## config.mk

```make
export PLATFORM = sky130hd
export DESIGN_NAME = fc_sequencer_flat
export DESIGN_NICKNAME = d
export VERILOG_FILES = /design/src/rtl/fc_pkg.sv /design/src/rtl/fc_sequencer_if.sv /design/src/rtl/fc_mac.sv /design/src/rtl/fc_sequencer.sv /design/src/flat_wrapper.sv
export SDC_FILE = /design/constraint.sdc
export NUM_CORES = 2
export LEC_CHECK = 0
export ABC_AREA = 1
export ABC_CLOCK_PERIOD_IN_PS = 15470
export CAP_MARGIN = 25
export CORE_MARGIN = 2
export CORE_UTILIZATION = 55
export CTS_CLUSTER_SIZE = 30
export DETAILED_ROUTE_END_ITERATION = 10
export HOLD_SLACK_MARGIN = 0.08
export PLACE_DENSITY_LB_ADDON = 0.12
export SLEW_MARGIN = 20
export SYNTH_ARGS = -nofsm -noshare
export SYNTH_HDL_FRONTEND = slang
export SYNTH_HIERARCHICAL = 1
export SYNTH_SLANG_ARGS = --single-unit
```

## constraint.sdc

```tcl
create_clock -name clk -period 15.47 [get_ports clk]
set_clock_uncertainty 0.1 [all_clocks]
set_input_delay 3.094 -clock clk [delete_from_list [all_inputs] [get_ports clk]]
set_output_delay 3.094 -clock clk [all_outputs]
set_load 0.005 [all_outputs]
```

## src/rtl/fc_pkg.sv

```systemverilog
`default_nettype none
// ============================================================================
// Module      : fc_pkg
// Description : Sizes, address bases, state encoding and the shift/saturate
//               helper for the dense-layer sequencer.
// Revision    : 1.0 - initial release
// ============================================================================
package fc_pkg;

    localparam int IN_N      = 120;
    localparam int HID_N     = 84;
    localparam int OUT_N     = 10;
    localparam int DW        = 16;
    localparam int FRAC      = 8;
    localparam int ACC_W     = 40;

    localparam int L2_W_BASE = IN_N * HID_N;
    localparam int L2_B_BASE = HID_N;

    localparam int IN_AW     = 7;
    localparam int W_AW      = 14;
    localparam int B_AW      = 7;
    localparam int CLS_W     = 4;
    localparam int CNT_W     = 7;

    typedef enum logic [3:0] {
        S_IDLE    = 4'd0,
        S_L1_BIAS = 4'd1,
        S_L1_MAC  = 4'd2,
        S_L1_WB   = 4'd3,
        S_L2_BIAS = 4'd4,
        S_L2_MAC  = 4'd5,
        S_L2_WB   = 4'd6,
        S_ARGMAX  = 4'd7,
        S_DONE    = 4'd8
    } state_t;

    localparam logic signed [ACC_W-1:0] ACC_SAT_MAX = {{(ACC_W-DW+1){1'b0}}, {(DW-1){1'b1}}};
    localparam logic signed [ACC_W-1:0] ACC_SAT_MIN = {{(ACC_W-DW+1){1'b1}}, {(DW-1){1'b0}}};

    // Q(ACC) -> Q8.8: drop the extra fractional bits, then clamp to the word range.
    function automatic logic signed [DW-1:0] sat_shift(input logic signed [ACC_W-1:0] value);
        logic signed [ACC_W-1:0] shifted;
        shifted = value >>> FRAC;
        if (shifted > ACC_SAT_MAX) begin
            return {1'b0, {(DW-1){1'b1}}};
        end else if (shifted < ACC_SAT_MIN) begin
            return {1'b1, {(DW-1){1'b0}}};
        end
        return shifted[DW-1:0];
    endfunction

endpackage
`default_nettype wire

```

## src/rtl/fc_sequencer_if.sv

```systemverilog
`default_nettype none
// ============================================================================
// Module      : fc_sequencer_if
// Description : Start/status handshake and memory-port bundle of the sequencer.
// Revision    : 1.0 - initial release
// ============================================================================
interface fc_sequencer_if;
    import fc_pkg::*;

    logic                 start;
    logic                 busy;
    logic                 done;
    logic [CLS_W-1:0]     classified;
    logic                 rd_en;
    logic [IN_AW-1:0]     in_addr;
    logic [DW-1:0]        in_data;
    logic [W_AW-1:0]      w_addr;
    logic [DW-1:0]        w_data;
    logic [B_AW-1:0]      b_addr;
    logic [DW-1:0]        b_data;

    modport master (
        input  start, in_data, w_data, b_data,
        output busy, done, classified, rd_en, in_addr, w_addr, b_addr
    );

    modport slave (
        output start, in_data, w_data, b_data,
        input  busy, done, classified, rd_en, in_addr, w_addr, b_addr
    );

endinterface
`default_nettype wire

```

## src/rtl/fc_mac.sv

```systemverilog
`default_nettype none
// ============================================================================
// Module      : fc_mac
// Description : Shared multiply-accumulate with bias load, final add,
//               shift/saturate and optional ReLU.
// Revision    : 1.0 - initial release
// ============================================================================
module fc_mac
    import fc_pkg::*;
(
    input  logic                 clk,
    input  logic                 rst_n,
    input  logic                 load_bias,
    input  logic                 accumulate,
    input  logic                 relu,
    input  logic signed [DW-1:0] a,
    input  logic signed [DW-1:0] b,
    input  logic signed [DW-1:0] bias,
    output logic signed [DW-1:0] result
);

    logic signed [2*DW-1:0]  w_prod;
    logic signed [ACC_W-1:0] w_prod_ext;
    logic signed [ACC_W-1:0] w_bias_ext;
    logic signed [ACC_W-1:0] w_final;
    logic signed [DW-1:0]    w_sat;
    logic signed [ACC_W-1:0] r_acc;

    assign w_prod     = (2*DW)'(a) * (2*DW)'(b);
    assign w_prod_ext = {{(ACC_W-2*DW){w_prod[2*DW-1]}}, w_prod};
    // Bias is Q8.8; align it to the Q16.16 product scale before loading.
    assign w_bias_ext = {{(ACC_W-DW-FRAC){bias[DW-1]}}, bias, {FRAC{1'b0}}};
    assign w_final    = r_acc + w_prod_ext;

    always_ff @(posedge clk or negedge rst_n) begin
        if (!rst_n) begin
            r_acc <= '0;
        end else if (load_bias) begin
            r_acc <= w_bias_ext;
        end else if (accumulate) begin
            r_acc <= w_final;
        end
    end

    assign w_sat  = sat_shift(w_final);
    assign result = (relu && w_sat[DW-1]) ? '0 : w_sat;

endmodule
`default_nettype wire

```

## src/rtl/fc_sequencer.sv

```systemverilog
`default_nettype none
// ============================================================================
// Module      : fc_sequencer
// Description : Two-layer dense classifier controller (120->84->10) with a
//               shared MAC, hidden/output buffers and a serial argmax.
// Revision    : 1.0 - initial release
// ============================================================================
module fc_sequencer
    import fc_pkg::*;
(
    input  logic           clk,
    input  logic           rst_n,
    fc_sequencer_if.master bus
);

    state_t                 r_state;
    state_t                 w_next;
    logic [CNT_W-1:0]       r_o;
    logic [CNT_W-1:0]       r_k;

    logic signed [DW-1:0]   r_hidden [HID_N];
    logic signed [DW-1:0]   r_out    [OUT_N];
    logic signed [DW-1:0]   r_hid_data;
    logic signed [DW-1:0]   r_best;
    logic [CLS_W-1:0]       r_idx;
    logic [CLS_W-1:0]       r_classified;
    logic                   r_done;

    logic                   w_mac;
    logic                   w_layer2;
    logic                   w_last_k;
    logic                   w_last_o;
    logic                   w_arg_better;
    logic signed [DW-1:0]   w_arg_val;
    logic signed [DW-1:0]   w_mac_a;
    logic signed [DW-1:0]   w_mac_result;

    assign w_mac    = (r_state == S_L1_MAC) || (r_state == S_L2_MAC);
    assign w_layer2 = (r_state == S_L2_MAC) || (r_state == S_L2_WB);

    always_comb begin
        w_last_k = 1'b0;
        w_last_o = 1'b0;
        case (r_state)
            S_L1_MAC: w_last_k = (r_k == CNT_W'(IN_N - 1));
            S_L2_MAC: w_last_k = (r_k == CNT_W'(HID_N - 1));
            S_ARGMAX: w_last_k = (r_k == CNT_W'(OUT_N - 1));
            S_L1_WB:  w_last_o = (r_o == CNT_W'(HID_N - 1));
            S_L2_WB:  w_last_o = (r_o == CNT_W'(OUT_N - 1));
            default: ;
        endcase
    end

    always_ff @(posedge clk or negedge rst_n) begin
        if (!rst_n) begin
            r_state <= S_IDLE;
        end else begin
            r_state <= w_next;
        end
    end

    always_comb begin
        w_next = r_state;
        case (r_state)
            S_IDLE:    if (bus.start) w_next = S_L1_BIAS;
            S_L1_BIAS: w_next = S_L1_MAC;
            S_L1_MAC:  if (w_last_k) w_next = S_L1_WB;
            S_L1_WB:   w_next = w_last_o ? S_L2_BIAS : S_L1_BIAS;
            S_L2_BIAS: w_next = S_L2_MAC;
            S_L2_MAC:  if (w_last_k) w_next = S_L2_WB;
            S_L2_WB:   w_next = w_last_o ? S_ARGMAX : S_L2_BIAS;
            S_ARGMAX:  if (w_last_k) w_next = S_DONE;
            S_DONE:    w_next = S_IDLE;
            default:   w_next = S_IDLE;
        endcase
    end

    // r_o walks neurons, r_k walks operands and is reused as the argmax index.
    always_ff @(posedge clk or negedge rst_n) begin
        if (!rst_n) begin
            r_o <= '0;
            r_k <= '0;
        end else begin
            case (r_state)
                S_IDLE: begin
                    r_o <= '0;
                    r_k <= '0;
                end
                S_L1_BIAS, S_L2_BIAS: r_k <= '0;
                S_L1_MAC, S_L2_MAC, S_ARGMAX: r_k <= r_k + CNT_W'(1);
                S_L1_WB, S_L2_WB: begin
                    r_k <= '0;
                    r_o <= w_last_o ? '0 : r_o + CNT_W'(1);
                end
                default: ;
            endcase
        end
    end

    assign w_mac_a = w_layer2 ? r_hid_data : signed'(bus.in_data);

    fc_mac u_mac (
        .clk        (clk),
        .rst_n      (rst_n),
        .load_bias  (w_mac && (r_k == '0)),
        .accumulate (w_mac && (r_k != '0)),
        .relu       (r_state == S_L1_WB),
        .a          (w_mac_a),
        .b          (signed'(bus.w_data)),
        .bias       (signed'(bus.b_data)),
        .result     (w_mac_result)
    );

    // Hidden reads are registered so layer 2 sees the same one-cycle operand latency as the RAM.
    always_ff @(posedge clk) begin
        if (r_state == S_L1_WB) begin
            r_hidden[r_o] <= w_mac_result;
        end
        if (r_state == S_L2_WB) begin
            r_out[r_o[CLS_W-1:0]] <= w_mac_result;
        end
        if (r_state == S_L2_MAC) begin
            r_hid_data <= r_hidden[r_k];
        end
    end

    assign w_arg_val    = r_out[r_k[CLS_W-1:0]];
    assign w_arg_better = (w_arg_val > r_best);

    always_ff @(posedge clk or negedge rst_n) begin
        if (!rst_n) begin
            r_best       <= '0;
            r_idx        <= '0;
            r_classified <= '0;
            r_done       <= 1'b0;
        end else begin
            r_done <= 1'b0;
            if (r_state == S_ARGMAX) begin
                if (r_k == '0) begin
                    r_best <= w_arg_val;
                    r_idx  <= '0;
                end else if (w_arg_better) begin
                    r_best <= w_arg_val;
                    r_idx  <= r_k[CLS_W-1:0];
                end
                // Fold the last comparison in so classified and done move on the same edge.
                if (w_last_k) begin
                    r_done       <= 1'b1;
                    r_classified <= w_arg_better ? r_k[CLS_W-1:0] : r_idx;
                end
            end
        end
    end

    always_comb begin
        bus.rd_en   = 1'b0;
        bus.in_addr = '0;
        bus.w_addr  = '0;
        bus.b_addr  = '0;
        case (r_state)
            S_L1_BIAS: begin
                bus.rd_en  = 1'b1;
                bus.b_addr = r_o;
            end
            S_L2_BIAS: begin
                bus.rd_en  = 1'b1;
                bus.b_addr = B_AW'(L2_B_BASE) + r_o;
            end
            S_L1_MAC: begin
                bus.rd_en   = 1'b1;
                bus.in_addr = r_k;
                bus.w_addr  = W_AW'(r_o) * W_AW'(IN_N) + W_AW'(r_k);
            end
            S_L2_MAC: begin
                bus.rd_en  = 1'b1;
                bus.w_addr = W_AW'(L2_W_BASE) + W_AW'(r_o) * W_AW'(HID_N) + W_AW'(r_k);
            end
            default: ;
        endcase
    end

    assign bus.busy       = (r_state != S_IDLE);
    assign bus.done       = r_done;
    assign bus.classified = r_classified;

endmodule
`default_nettype wire

```

## src/flat_wrapper.sv

```systemverilog
// flat-port wrapper written by rule: the top's interface ports become plain ports
module fc_sequencer_flat import fc_pkg::*;
  (clk, rst_n, bus_start, bus_in_data, bus_w_data, bus_b_data, bus_busy, bus_done, bus_classified, bus_rd_en, bus_in_addr, bus_w_addr, bus_b_addr);
  fc_sequencer_if bus_i ();
  input  logic clk;
  input  logic rst_n;
  input wire logic [$bits(bus_i.start)-1:0] bus_start;
  input wire logic [$bits(bus_i.in_data)-1:0] bus_in_data;
  input wire logic [$bits(bus_i.w_data)-1:0] bus_w_data;
  input wire logic [$bits(bus_i.b_data)-1:0] bus_b_data;
  output wire logic [$bits(bus_i.busy)-1:0] bus_busy;
  output wire logic [$bits(bus_i.done)-1:0] bus_done;
  output wire logic [$bits(bus_i.classified)-1:0] bus_classified;
  output wire logic [$bits(bus_i.rd_en)-1:0] bus_rd_en;
  output wire logic [$bits(bus_i.in_addr)-1:0] bus_in_addr;
  output wire logic [$bits(bus_i.w_addr)-1:0] bus_w_addr;
  output wire logic [$bits(bus_i.b_addr)-1:0] bus_b_addr;
  assign bus_i.start = bus_start;
  assign bus_i.in_data = bus_in_data;
  assign bus_i.w_data = bus_w_data;
  assign bus_i.b_data = bus_b_data;
  assign bus_busy = bus_i.busy;
  assign bus_done = bus_i.done;
  assign bus_classified = bus_i.classified;
  assign bus_rd_en = bus_i.rd_en;
  assign bus_in_addr = bus_i.in_addr;
  assign bus_w_addr = bus_i.w_addr;
  assign bus_b_addr = bus_i.b_addr;
  fc_sequencer u_core (.clk(clk), .rst_n(rst_n), .bus(bus_i));
endmodule
```

==> results.yml <==
timing:
  holdWs_ns: 0.370
  tns_ns: 0
  drv_slew: 0
  relSlewSlack: 0.281
  max_freq_mhz: 81.5
  hold_violations: 0
  setup_violations: 0
  rsz0062_at_grt: "false"
  fin_crit_ns: 12.27
  tightest_slew_ns: 1.08
  fin_crit_sh: 0.793
synthesis:
  synth-seq-cells: 1603
  seq_area_frac_synth: 0.584
  syn_nets: 8220
  yosys_warnings: 6
  avgSynthCellArea_um2: 10.7
  ys_types: 54
  syn-instance-count: 7617
  syn_area_um2: 81700
setup_path:
  cp-start-kind: "primary input"
  cpMaxStageDelayCell: "a21oi_4"
  path_buf_inv: 9
  end_kind: "register"
  critPathMaxStageDelay_ns: 0.89
  crit_family: "adder cells"
  worst_ep_required_time_ns: 15.90
  cp.arrival_ns: 12.70
  path_max_fanout: 64
  critPathKind: "primary input to register"
global_route:
  antenna_found_initial: 1
  grt_max_degree: 181
  grt_pass1_wl_mm: 346
  grt_overflow: 0
  grt_pass1_vias: 54700
  track_usage: 0.304
route:
  drtIter0Drc: 5783
  ant_nets: 0
  via_per_inst: 5.79
  num_vias: 56300
  avgRoutedWirePerCell_um: 23.6
  route.detailed.drc: 0
  dr.pass1.iters: 6
  drt_wl_total_mm: 229
cells_and_area:
  area_delta_synth_final_pct: 10.4
  nets: 8247
  layoutNonFillerInstCount: 9714
  antenna_cells: 0
  multiInputGateArea_um2: 28900
  seq_area_um2: 47700
  fillers: 11900
  layout-drive-gt1-share: 0.0671
placed_design:
  place_inst: 9398
  place_congestion: 0.931
  io_buffers: 85
  dp_hpwl_mm: 144
die:
  boundaryPins: 86
  num_rows: 141
  die-height_um: 389
  core_area_um2: 148000
  start_util: 0.553
  dieWidth_um: 389
  dieArea_um2: 152000
min_path:
  hold_class: "register to register"
clock_network:
  cts_tree: "yes"
  cts-resized-gates: 0
  clk_path_buf_depth: 3
  cts.htree.levels: 4
  numCtsBuffers: 166
  cts.sinks: 1603
  hold_buffers: 0
  clockRootBuffer: "clkbuf_16"
  postCtsSetupBuffers: 0
  clkTransAtPathRegs_ns: 0.06
  clkLatencyLatePin_ns: 0.82
flow_run:
  drv_cap: 0
run_status:
  status: "complete, no violations"
-- layout by cell type (no fill, tap or decap), types with 18 or more instances in the layout --
master | synthesis | final
nand2_2 | 19 | 19
o21ai_0 | 745 | 745
inv_1 | 845 | 842
nand3_1 | 288 | 288
clkdlybuf4s50_1 | 0 | 84
ha_1 | 207 | 207
o221ai_1 | 49 | 49
nor2_1 | 1234 | 1228
buf_4 | 35 | 153
clkbuf_16 | 0 | 168
xor2_1 | 18 | 18
a21oi_1 | 114 | 109
edfxtp_1 | 1520 | 1520
nor2_2 | 14 | 18
o21ai_1 | 100 | 100
clkbuf_1 | 218 | 31
nand2_1 | 1209 | 1209
o211ai_1 | 140 | 140
dfrtp_1 | 83 | 79
clkinv_2 | 0 | 27
fa_1 | 345 | 344
o22ai_1 | 86 | 86
nand3b_1 | 18 | 18
nand4_1 | 42 | 42
clkinv_1 | 7 | 55
-- logic make-up after synthesis --
| kind of cell | count (synthesis) | share of synthesized area |
|---|---|---|
| AOI/OAI and AO/OA | 1274 | 0.0875 |
| muxes | 16 | 0.00221 |
| xor gates and xnor gates | 29 | 0.00320 |
| DFF | 1603 | 0.584 |
| buffers and inverters | 1265 | 0.0647 |
| adders and majority gates | 552 | 0.116 |
| and+or+nand+nor | 2878 | 0.142 |
-- state kept, by name, indices dropped and copies added (netlist names) --
| signal | flops |
|---|---|
| u_core/bus.classified | 4 |
| u_core/r_out | 160 |
| u_core/r_state | 4 |
| u_core/bus.done | 1 |
| u_core/r_hid_data | 16 |
| u_core/r_idx | 4 |
| u_core/r_k | 7 |
| u_core/r_o | 7 |
| u_core/r_hidden | 1344 |
| u_core/r_best | 16 |
| u_core/u_mac/r_acc | 40 |
-- tightest hold or removal path, cell delays in order (launching register included) --
cell and delay, ns:
dfrtp_1 0.34, nand2_1 0.05, nand2_1 0.05
-- layout make-up --
| type | instances | area share |
|---|---|---|
| clock buffers | 199 | 0.0479 |
| flip-flops and latches | 1603 | 0.529 |
| multi-input cells | 4749 | 0.320 |
| repair buffers | 257 | 0.0271 |
| clock inverters | 109 | 0.0124 |
| well taps | 1930 | 0.0268 |
| inverters | 867 | 0.0363 |
-- through the flow --
step / util / instance area (µm²) / worst slack [ns]
after floorplan: - / 81700 / 2.68
after global placement: 0.572 / 84500 / 2.49
after detailed placement: 0.572 / 84500 / 2.40
after CTS: 0.609 / 90000 / 3.25
after global routing: 0.611 / 90200 / 2.48
final: 0.611 / 90200 / 3.20
-- path summary, 6_finish.rpt --
check	from	to	slack, ns	cells past startpoint
setup / recovery	bus_in_data[15]	u_core/r_hidden[13][9]	3.20	32
hold / removal	u_core/r_best[1]	u_core/r_best[1]	0.37	2
setup reg to reg	u_core/r_state[3]	u_core/r_hidden[13][9]	4.39	35
hold reg to reg	u_core/r_best[1]	u_core/r_best[1]	0.37	2
max in group asynchronous	rst_n	u_core/r_k[0]	11.88	2
min in group asynchronous	rst_n	u_core/u_mac/r_acc[13]	2.14	1
-- Yosys cell counts, drive strengths merged --
master	count	area (µm²)
nor2	1251	4750
o21ai	851	4280
inv	860	3230
and2	8	50.1
a22o	6	52.6
clkinv	7	26.3
nand3	292	1490
clkbuf	218	818
ha	207	2590
o221ai	49	429
nor4	2	12.5
a21o	2	15.0
o31ai	1	7.51
mux2	16	180
o32ai	1	8.76
a221o	3	30.0
nand3b	18	135
fa	345	6910
nor3	18	115
xnor2	10	87.6
and3	1	6.26
o2111ai	1	8.76
nand2	1228	4660
o22ai	86	538
buf	180	1220
o21bai	3	22.5
o211ai	140	1050
o31a	1	8.76
xor2	19	174
dfrtp	83	2080
nand4	42	263
a31oi	4	25.0
or2	18	113
o21a	2	15.0
a21oi	124	658
edfxtp	1520	45600
-- layer usage --
metal	track usage	routed length (µm)	up-vias
met2	0.484	108000	2232
met1	0.427	95800	27900
met3	0.0423	16500	446
met5	0	0	-
met4	0.119	9470	0
li1	-	-	25700
Power is not shown: default switching activity piles up to over one toggle a cycle in this logic, so the estimate is an artifact.
